`src/rtl/cache_control.sv`:
```
// Control FSM for the 2-way, 8-set cache: hit response, victim writeback,
// line fill, array strobes, pmem handshake and saturating hit/miss counters.
module cache_control #(
  parameter int CNT_W = 16
) (
  input  logic             clk,
  input  logic             rst,
  input  logic             mem_read,
  input  logic             mem_write,
  input  logic [1:0]       hit,
  input  logic             lru,
  input  logic             victim_dirty,
  input  logic             pmem_resp,
  output logic             mem_resp,
  output logic             pmem_read,
  output logic             pmem_write,
  output logic             pmem_addr_sel,
  output logic             way_sel,
  output logic             data_src,
  output logic [1:0]       load_data,
  output logic [1:0]       load_tag,
  output logic [1:0]       load_valid,
  output logic [1:0]       load_dirty,
  output logic             dirty_in,
  output logic             load_lru,
  output logic             lru_in,
  output logic [CNT_W-1:0] hit_count,
  output logic [CNT_W-1:0] miss_count
);

  typedef enum logic [1:0] {
    IDLE,
    WRITEBACK,
    ALLOCATE
  } state_e;

  state_e           state_q, state_d;
  logic             refilled_q, refilled_d;
  logic [CNT_W-1:0] hit_q, hit_d;
  logic [CNT_W-1:0] miss_q, miss_d;

  logic       req;
  logic       hit_way;
  logic [1:0] hit_oh;
  logic [1:0] vic_oh;

  assign req     = mem_read | mem_write;
  // way 0 wins when both tags match
  assign hit_way = ~hit[0];
  assign hit_oh  = hit_way ? 2'b10 : 2'b01;
  assign vic_oh  = lru ? 2'b10 : 2'b01;

  assign hit_count  = hit_q;
  assign miss_count = miss_q;

  always_ff @(posedge clk or posedge rst) begin
    if (rst) begin
      state_q    <= IDLE;
      refilled_q <= 1'b0;
      hit_q      <= '0;
      miss_q     <= '0;
    end else begin
      state_q    <= state_d;
      refilled_q <= refilled_d;
      hit_q      <= hit_d;
      miss_q     <= miss_d;
    end
  end

  always_comb begin
    state_d       = state_q;
    refilled_d    = refilled_q;
    hit_d         = hit_q;
    miss_d        = miss_q;
    mem_resp      = 1'b0;
    pmem_read     = 1'b0;
    pmem_write    = 1'b0;
    pmem_addr_sel = 1'b0;
    way_sel       = 1'b0;
    data_src      = 1'b0;
    load_data     = 2'b00;
    load_tag      = 2'b00;
    load_valid    = 2'b00;
    load_dirty    = 2'b00;
    dirty_in      = 1'b0;
    load_lru      = 1'b0;
    lru_in        = 1'b0;

    unique case (state_q)
      IDLE: begin
        if (req && (|hit)) begin
          mem_resp   = 1'b1;
          way_sel    = hit_way;
          load_lru   = 1'b1;
          lru_in     = ~hit_way;
          refilled_d = 1'b0;
          if (mem_write) begin
            load_data  = hit_oh;
            load_dirty = hit_oh;
            dirty_in   = 1'b1;
          end
          // the retry after a fill is not a real hit
          if (!refilled_q && !(&hit_q))
            hit_d = hit_q + CNT_W'(1);
        end else if (req) begin
          if (!(&miss_q))
            miss_d = miss_q + CNT_W'(1);
          state_d = victim_dirty ? WRITEBACK : ALLOCATE;
        end
      end
      WRITEBACK: begin
        pmem_write    = 1'b1;
        pmem_addr_sel = 1'b1;
        way_sel       = lru;
        if (pmem_resp)
          state_d = ALLOCATE;
      end
      ALLOCATE: begin
        pmem_read = 1'b1;
        way_sel   = lru;
        if (pmem_resp) begin
          load_data  = vic_oh;
          load_tag   = vic_oh;
          load_valid = vic_oh;
          load_dirty = vic_oh;
          data_src   = 1'b1;
          refilled_d = 1'b1;
          state_d    = IDLE;
        end
      end
      default: state_d = IDLE;
    endcase

    // keep every output quiet while reset is held
    if (rst) begin
      mem_resp      = 1'b0;
      pmem_read     = 1'b0;
      pmem_write    = 1'b0;
      pmem_addr_sel = 1'b0;
      way_sel       = 1'b0;
      data_src      = 1'b0;
      load_data     = 2'b00;
      load_tag      = 2'b00;
      load_valid    = 2'b00;
      load_dirty    = 2'b00;
      dirty_in      = 1'b0;
      load_lru      = 1'b0;
      lru_in        = 1'b0;
    end
  end

endmodule

```
`config.mk`:
```
export PLATFORM = sky130hd
export DESIGN_NAME = cache_control
export DESIGN_NICKNAME = d
export VERILOG_FILES = /design/src/rtl/cache_control.sv
export SDC_FILE = /design/constraint.sdc
export NUM_CORES = 1
export LEC_CHECK = 0
export ABC_AREA = 1
export BUFFER_PORTS_ARGS = -buffer_cell sky130_fd_sc_hd__buf_2
export CORE_MARGIN = 2
export CORE_UTILIZATION = 49
export CTS_CLUSTER_SIZE = 12
export DETAILED_ROUTE_END_ITERATION = 16
export PLACE_DENSITY = 0.79
export SLEW_MARGIN = 20
export SYNTH_ARGS = -nofsm -noshare
export SYNTH_HDL_FRONTEND = slang
export SYNTH_SLANG_ARGS = --single-unit
```
`constraint.sdc`:
```
create_clock -name clk -period 1.4 [get_ports clk]
set_input_delay 0.07 -clock clk [delete_from_list [all_inputs] [get_ports clk]]
set_output_delay 0.07 -clock clk [all_outputs]
set_load 0.02 [all_outputs]
```
==> flow_summary_export.csv <==
group,metric,value,unit
global_route,gr-usage-met1,0.314,
global_route,antenna_found_initial,0,
drt,via_per_inst,5.35,
placed_design,dp_hpwl,4.76,mm
cts,cts_sinks,35,
synthesis,yosysSeqAreaShare,0.350,
pwr,p_per_area,1420,nW/um^2
worst_setup_path,path_class,"reg2out",
drt,first_pass_iters,5,
die,ioPinCount,58,
worst_hold_path,hold_class,"in2reg",
cts,insertion_delay,0.29,ns
synthesis,syn_avg_cell_area,6.90,um^2
timing,final-max-slew-violation-count,0,
pwr,p_leak,0.00192,uW
worst_setup_path,worstPathRequired,1.33,ns
global_route,busiest_layer,"met2",
layout,multi_input_area,1710,um^2
timing,rsz0062_at_grt,"true",
die,coreArea,5010,um^2
layout,final-seq-area,888,um^2
timing,slew_headroom,0.686,
global_route,use_met2,0.496,
layout,diodes,0,
synthesis,yosysTopAreaCell,"dfrtp_1",
worst_setup_path,worstPathArrival,1.63,ns
run,maxCapViolations,0,
timing,fin_skew,0.00671,ns
layout,drive_above_1_share,0.456,
synthesis,yosysTopAreaCellShare,0.350,
global_route,grtUsageTotal,0.267,
die,fp.dieH,75.5,um
timing,clock.fmax,587,MHz
global_route,gr-usage-met3,0.0489,
timing,setup_tns,-9.22,ns
drt,drt-total-wl,8.47,mm
worst_setup_path,crit_fanout,3,
layout,area_growth,54.6,%
cts,cts_buffer_depth,2,
run_status,outcome,"finished, violations left",
timing,period_needed,1.70,ns
layout,final_common_cell,"nand2_1",
synthesis,yosys_warnings,0,
cts,root_buffer,"clkbuf_8",
worst_setup_path,critPathCaptureType,"output pin",
drt,route.detailed.drc,0,
timing,postLayoutSetupSlackWorst,-0.305,ns
pwr,ir_drop,926,uV
cts,cts_tree,"done",
drt,detail_route.wl_per_cell,15.4,um
global_route,grt_pass1_wl,11.5,mm
synthesis,synth_area_leaders,"dfrtp_1 (35%), nand2_1 (20%), nor2_1 (6.0%)",
worst_setup_path,crit_path_start_kind,"flop",
timing,finalCritPeriodShare,1.22,
synthesis,ys_ff_latch,35,
placed_design,dp_worst_setup_slack,-0.0705,ns
synthesis,syn_area,2500,um^2
global_route,grt_max_degree,36,
cts,htreeDepth,2,
global_route,grt_overflow,0,
drt,first_iter_violations,217,
global_route,grt_pass1_vias,2549,
placed_design,gp_congestion,0.899,
timing,hold_viol_final,0,
layout,final_cell_mix,"nand2_1 (122), buf_4 (56), buf_2 (40)",
synthesis,synth_fp_nets,378,
run_status,violations,"negative setup slack",
layout,nNetsFinal,494,
layout,nFillCells,361,
cts,numCtsBuffers,5,
die,fp-row-count,26,
synthesis,synthDistinctLibCells,32,
die,die_area,5700,um^2
timing,worst_pin_slew,0.471,ns
synthesis,synth_cells,363,
drt,ant_nets,0,
placed_design,io_buffers,57,
cts,clkTransAtPathRegs,0.07,ns
die,initial_core_util,0.500,
die,die_w,75.5,um
timing,setup-violations-final,52,
drt,vias,2945,
[layout make-up]
class / count / area share
multi-input cells: 278 / 0.443
inverters: 40 / 0.0407
clock buffers: 8 / 0.0258
flip-flops and latches: 35 / 0.229
repair buffers: 119 / 0.239
well taps: 70 / 0.0226
[synth_stat cells (all sizes together)]
library cell and count:
xor2 7, inv 39, clkinv 1, xnor2 4, o21ai 17, nor3 4
nand3 27, nand3b 4, and3 1, o21bai 1, a21oi 1, o211ai 2
nand4 5, buf 11, clkbuf 1, nor2 53, a31oi 1, ha 6
dfrtp 35, nand2 143
[critical path: stages (launching register included)]
cell,delay (ns)
dfrtp_1,0.40
buf_4,0.14
buf_6,0.12
ha_4,0.16
nand2_4,0.06
nor2_1,0.04
a31oi_1,0.19
nor2_2,0.08
buf_6,0.14
[state kept, by name, summed over array words and instances, names as in the netlist]
signal / count
refilled_q: 1
miss_count: 16
hit_count: 16
state_q: 2
[routing by layer]
metal  part of all wire  vias up
met1               0.38     1386
met4              0.040        0
li1                   -     1368
met5                  0        -
met3              0.061       45
met2               0.52      146
[worst paths after layout]
| path | cells after the start | slack (ns) | end | startpoint |
|---|---|---|---|---|
| min in group asynchronous | 3 | 0.09 | state_q[1]$_DFFE_PP0P_ | rst |
| worst min register to register | 2 | 0.54 | miss_count[14]$_DFFE_PP0P_ | miss_count[14]$_DFFE_PP0P_ |
| max in group asynchronous | 3 | 0.95 | miss_count[2]$_DFFE_PP0P_ | rst |
| worst max register to register | 10 | -0.25 | hit_count[6]$_DFFE_PP0P_ | state_q[1]$_DFFE_PP0P_ |
| worst max-delay path | 8 | -0.30 | load_data[0] | state_q[1]$_DFFE_PP0P_ |
| worst min-delay path | 3 | 0.08 | state_q[0]$_DFFE_PP0P_ | victim_dirty |
[where the power goes]
part           switching (uW)  internal, uW
logic                    1770          1470
registers                 216          1210
clock network             367           449
[through the flow]
| stage | area [um^2] | power, uW | utilization | hold slack (ns) | instances |
|---|---|---|---|---|---|
| final | 3870 | 5490 | 0.773 | 0.0777 | 550 |
| after global routing | 3870 | 5790 | 0.773 | 0.103 | 550 |
| after CTS | 3560 | 4970 | 0.712 | 0.0639 | 535 |
| after detailed placement | 3240 | 3830 | 0.648 | 0.356 | 522 |
| after global placement | 3240 | 3770 | 0.648 | 0.343 | 522 |
| after floorplan | 2610 | 2910 | - | 0.195 | 363 |
[what timing repair did]
item,4_1_cts,5_1_grt
hold buffers,0,0
pin swaps,14,30
gates cloned,1,4
setup endpoints to repair,48,52
buffers inserted,6,12
gates resized for setup,52,44
[logic make-up after synthesis]
logic type               share of synthesized area
AO/OA/AOI/OAI                               0.0549
flip-flops                                   0.350
adder cells (fa/ha/maj)                     0.0300
AND/OR/NAND/NOR                              0.428
XOR/XNOR                                    0.0385
buffers and inverters                       0.0989
No activity file was read; power rests on OpenSTA's default activity.
